==> src/rtl/bp_be_pkg.sv <==
// Shared types for the back-end serial sequencer: the serializing-instruction
// class carried from issue and the sequencer state encoding.
package bp_be_pkg;

  typedef enum logic [1:0] {
    e_serial_none  = 2'd0,
    e_serial_fence = 2'd1,
    e_serial_csr   = 2'd2,
    e_serial_irq   = 2'd3
  } bp_be_serial_class_e;

  typedef enum logic [2:0] {
    e_idle   = 3'd0,
    e_drain  = 3'd1,
    e_credit = 3'd2,
    e_issue  = 3'd3,
    e_commit = 3'd4
  } bp_be_serial_state_e;

  // A serializing op is present when the issue slot is valid and carries a class.
  function automatic logic is_serial_op(input logic v, input bp_be_serial_class_e c);
    return v & (c != e_serial_none);
  endfunction

endpackage

==> src/rtl/bp_be_serial_watchdog.sv <==
// Saturating up-counter used to flag a drain that is taking suspiciously long.
// Clear wins over increment; the saturated flag is a level.
module bp_be_serial_watchdog #(
  parameter int width_p = 8
) (
  input  logic clk_i,
  input  logic reset_i,
  input  logic clr_i,
  input  logic inc_i,
  output logic sat_o
);

  logic [width_p-1:0] r_count;
  logic               w_sat;

  assign w_sat = &r_count;
  assign sat_o = w_sat;

  // Count while enabled, hold at all-ones, clear on reset or explicit clear.
  always_ff @(posedge clk_i) begin
    if (!reset_i || clr_i) begin
      r_count <= '0;
    end else if (inc_i && !w_sat) begin
      r_count <= r_count + 1'b1;
    end
  end

endmodule

==> src/rtl/bp_be_serial_sequencer.sv <==
// Serial-op sequencer at the BE issue stage: drains the pipe (and memory
// credits for fences), grants a single dispatch slot, then holds younger
// instructions until the serializing op retires.
module bp_be_serial_sequencer
  import bp_be_pkg::*;
#(
  parameter int timeout_width_p = 8
) (
  input  logic       clk_i,
  input  logic       reset_i,
  input  logic       flush_i,
  input  logic       isd_v_i,
  input  logic [1:0] isd_serial_i,
  input  logic       instr_in_pipe_i,
  input  logic       mem_in_pipe_i,
  input  logic       credits_empty_i,
  input  logic       dispatch_ack_i,
  input  logic       commit_v_i,
  output logic       serial_stall_o,
  output logic       serial_grant_o,
  output logic [2:0] state_o,
  output logic       timeout_o
);

  bp_be_serial_state_e r_state, w_state_next;
  bp_be_serial_class_e r_class, w_class_next;
  bp_be_serial_class_e w_isd_class;
  logic w_new_serial;
  logic w_stall, w_grant;
  logic w_wd_inc, w_wd_clr;
  logic w_drained;

  assign w_isd_class  = bp_be_serial_class_e'(isd_serial_i);
  assign w_new_serial = is_serial_op(isd_v_i, w_isd_class);
  // Fences additionally need every memory op out of the pipe before leaving drain.
  assign w_drained    = ~instr_in_pipe_i & ~((r_class == e_serial_fence) & mem_in_pipe_i);

  // State and latched class registers.
  always_ff @(posedge clk_i) begin
    if (!reset_i) begin
      r_state <= e_idle;
      r_class <= e_serial_none;
    end else begin
      r_state <= w_state_next;
      r_class <= w_class_next;
    end
  end

  // Next-state and output decode; flush overrides the next state only.
  always_comb begin
    w_state_next = r_state;
    w_class_next = r_class;
    w_stall      = 1'b0;
    w_grant      = 1'b0;
    w_wd_inc     = 1'b0;
    unique case (r_state)
      e_idle: begin
        w_stall = w_new_serial;
        if (w_new_serial) begin
          w_state_next = e_drain;
          w_class_next = w_isd_class;
        end
      end
      e_drain: begin
        w_stall  = 1'b1;
        w_wd_inc = 1'b1;
        if (w_drained) begin
          w_state_next = (r_class == e_serial_fence) ? e_credit : e_issue;
        end
      end
      e_credit: begin
        w_stall  = 1'b1;
        w_wd_inc = 1'b1;
        if (credits_empty_i) w_state_next = e_issue;
      end
      e_issue: begin
        w_grant = 1'b1;
        if (dispatch_ack_i) w_state_next = commit_v_i ? e_idle : e_commit;
      end
      e_commit: begin
        w_stall = 1'b1;
        if (commit_v_i) w_state_next = e_idle;
      end
      default: begin
        // Unreachable encodings recover to idle while holding dispatch off.
        w_stall      = 1'b1;
        w_state_next = e_idle;
      end
    endcase
    if (flush_i) begin
      w_state_next = e_idle;
      w_class_next = e_serial_none;
    end
  end

  assign w_wd_clr = flush_i | ((w_state_next == e_issue) & (r_state != e_issue));

  bp_be_serial_watchdog #(
    .width_p(timeout_width_p)
  ) u_watchdog (
    .clk_i  (clk_i),
    .reset_i(reset_i),
    .clr_i  (w_wd_clr),
    .inc_i  (w_wd_inc),
    .sat_o  (timeout_o)
  );

  assign serial_stall_o = w_stall;
  assign serial_grant_o = w_grant;
  assign state_o        = r_state;

endmodule

==> config.mk <==
export PLATFORM = sky130hd
export DESIGN_NAME = bp_be_serial_sequencer
export DESIGN_NICKNAME = d
export VERILOG_FILES = /design/src/rtl/bp_be_pkg.sv /design/src/rtl/bp_be_serial_watchdog.sv /design/src/rtl/bp_be_serial_sequencer.sv
export SDC_FILE = /design/constraint.sdc
export NUM_CORES = 1
export LEC_CHECK = 0
export ABC_CLOCK_PERIOD_IN_PS = 2850
export CORE_MARGIN = 3
export CORE_UTILIZATION = 52
export CTS_CLUSTER_DIAMETER = 80
export CTS_CLUSTER_SIZE = 25
export DETAILED_ROUTE_END_ITERATION = 10
export PLACE_DENSITY = 0.81
export SYNTH_ARGS = -nofsm -noshare
export SYNTH_HDL_FRONTEND = slang
export SYNTH_SLANG_ARGS = --single-unit
==> constraint.sdc <==
create_clock -name clk_i -period 2.85 [get_ports clk_i]
set_clock_uncertainty 0.05 [all_clocks]
set_input_delay 0.285 -clock clk_i [delete_from_list [all_inputs] [get_ports clk_i]]
set_output_delay 0.285 -clock clk_i [all_outputs]
set_load 0.02 [all_outputs]
==> results.json <==
{
  "clk_latency_ns": 0.28,
  "critPathCapture": "serial_grant_o",
  "min-delay-start": "r_class[0]",
  "grt_pass1_wl_um": 2940,
  "slew-limit-headroom_pct": 61.0,
  "syn-num-nets": 102,
  "period_needed_ns": 2.23,
  "diodes": 0,
  "finalSetupViolCount": 0,
  "synthCells": 90,
  "die_x_um": 45.2,
  "cts_inserted_buffers": 3,
  "crit_path_end_kind": "output port",
  "nNetsFinal": 119,
  "drc": 0,
  "ys.flop_type": "dfxtp_1",
  "holdWs_ns": 0.421,
  "hold_buffers": 0,
  "synthArstFlopShare_pct": 0,
  "fin_crit_sh_pct": 78.2,
  "synth.distinct_cells": 39,
  "ys_ff_latch": 13,
  "pwr-share-seq_pct": 53.6,
  "maxCapViolCount": 0,
  "grt_max_degree": 14,
  "syn_area_um2": 797,
  "p_leak_nw": 0.294,
  "cts.clk_slew.worst_paths_ns": 0.08,
  "ys_seq_area_share_pct": 32.7,
  "r2r_setup_slack_ns": 0.97,
  "cts_tree": "yes",
  "r2r-start": "state_o[1]",
  "synthToLayoutAreaGrowth_pct": 22.3,
  "rr_worst_depth": 4,
  "p_sw_share_pct": 24.5,
  "h-tree-depth": 1,
  "rows": 13,
  "ctsResizeCount": 0,
  "irDropWorstVdd_uv": 289,
  "start_util_pct": 58.3,
  "dp_hpwl_um": 1200,
  "rsz0062_at_grt": "false",
  "grt.overflow.total": 0,
  "status": "finished, final reports clean",
  "cp.required_ns": 2.52,
  "p_clk_share_pct": 32.2,
  "powerDensity_nw_per_um2": 361,
  "drive_gt1_share_pct": 10.4,
  "hold_class": "flip-flop to flip-flop",
  "clockBufferDepth": 2,
  "r2r_end": "u_watchdog.r_count[1]",
  "die_y_um": 45.2,
  "yosysWarnings": 0,
  "dr.pass1.iters": 4,
  "hold_viol": 0,
  "p_switching_mw": 0.0862,
  "io_buffers": 16,
  "gp_congestion": 0.782,
  "cp_max_fo": 8,
  "fmax_mhz": 449,
  "final_max_slew_viol_count": 0,
  "p_int_mw": 0.265,
  "antenna_found_initial": 0,
  "critPathLaunch": "state_o[1]",
  "finalWirelength_um": 1690,
  "synth.area.top_cells": "dfxtp_1 33%, a211oi_2 4.7%, nor2b_1 3.9%",
  "synth_area_leader_cell": "dfxtp_1",
  "grt_usage_pct": 20.1,
  "avgViaCountPerCell": 6.11,
  "syn_area_per_cell_um2": 8.86,
  "coreArea_um2": 1370,
  "synthTopCellsByCount": "13 x dfxtp_1, 8 x nand2_1, 5 x nor2_1, 5 x nor2b_1",
  "start_kind": "flip-flop",
  "grt_pass1_vias": 669,
  "yosysTopAreaCellShare_pct": 32.7,
  "ant_nets": 0,
  "arrival_ns": 1.89,
  "yosysMostFrequentCell": "dfxtp_1",
  "clock-sinks": 13,
  "ios": 17,
  "total_power_mw": 0.352,
  "drtIter0Drc": 14,
  "dieArea_um2": 2040,
  "postCtsSetupBuffers": 0,
  "synth_edf_count": 0,
  "cts_root_buffer": "clkbuf_4",
  "critical_path_class": "flip-flop to output port",
  "wl_per_cell_um": 14.0,
  "p_comb_share_pct": 14.2,
  "worst_pin_slew_ns": 0.585,
  "vias": 739,
  "setup-tns-final_ns": 0
}
[metal layers]
| layer | wire length, um | global-route usage, % |
|---|---|---|
| met2 | 804 | 29.9 |
| met4 | 10 | 7.02 |
| met5 | 0 | 0 |
| met3 | 116 | 8.37 |
| met1 | 762 | 26.0 |
[layout make-up]
cell class | instances | area (um^2)
Multi-Input combinational cell | 71 | 502
Fill cell | 110 | 392
Sequential cell | 13 | 260
Timing Repair Buffer | 16 | 160
Clock buffer | 4 | 26.3
Tap cell | 15 | 18.8
Inverter | 2 | 7.51
[how the worst min path moves through the flow]
stage               slack [ns]  depth (start not counted)    endpoint
floorplan                 0.31                          1  state_o[2]
global placement          0.40                          2  r_class[1]
detailed placement        0.41                          2  r_class[1]
CTS                       0.42                          2  r_class[1]
global route              0.45                          2  r_class[1]
finish                    0.42                          2  r_class[0]
[registers in the layout, indices dropped and copies added, names as in the netlist]
signal              flops
u_watchdog.r_count      8
state_o                 3
r_class                 2
[power groups by stage]
stage | clock (mW) | combinational (mW) | sequential (mW)
after detailed placement | 0 | 0.0495 | 0.193
after floorplan | 0 | 0.0294 | 0.191
after global routing | 0.132 | 0.0544 | 0.189
final | 0.113 | 0.0500 | 0.188
after global placement | 0 | 0.0490 | 0.192
after CTS | 0.114 | 0.0499 | 0.188
[critical path, stage by stage, from the launching register on]
cell             delay [ns]
dfxtp_1                0.58
nor2b_1                0.26
and2_1                 0.17
clkdlybuf4s50_1        0.60
[cells by family after synthesis]
kind of cell	after synthesis	synth area share, %
simple gates	45	32.2
compound gates	21	22.3
flops	13	32.7
buf+inv	6	4.40
xor+xnor	3	5.65
mux	1	1.26
fa+ha+maj	1	1.57
[per-stage QoR]
step           instances  instance area (um^2)  worst slack, ns  util (%)
6_report             121                   975            0.621      71.3
4_1_cts              121                   975            0.621      71.3
3_5_place_dp         117                   948            0.808      69.4
2_1_floorplan         90                   797             1.14         -
5_1_grt              121                   975            0.484      71.3
3_3_place_gp         117                   948            0.827      69.4
[cells in the final DEF, fill, tap and decap left out, drive strengths merged, types with 2 or more instances in the layout]
cell           Yosys  layout
or3                3       3
clkbuf             1       4
and3               2       2
nor4               4       4
nor2b              5       5
and2               2       2
nand3              4       4
a311oi             2       2
a211oi             4       4
nand2              8       8
dfxtp             13      13
clkdlybuf4s50      0      16
nor2               5       5
a21oi              4       4
o21ai              6       6
xnor2              3       3
nor3               4       4
inv                2       2
Note: power is estimated with default switching activity, not from simulation.
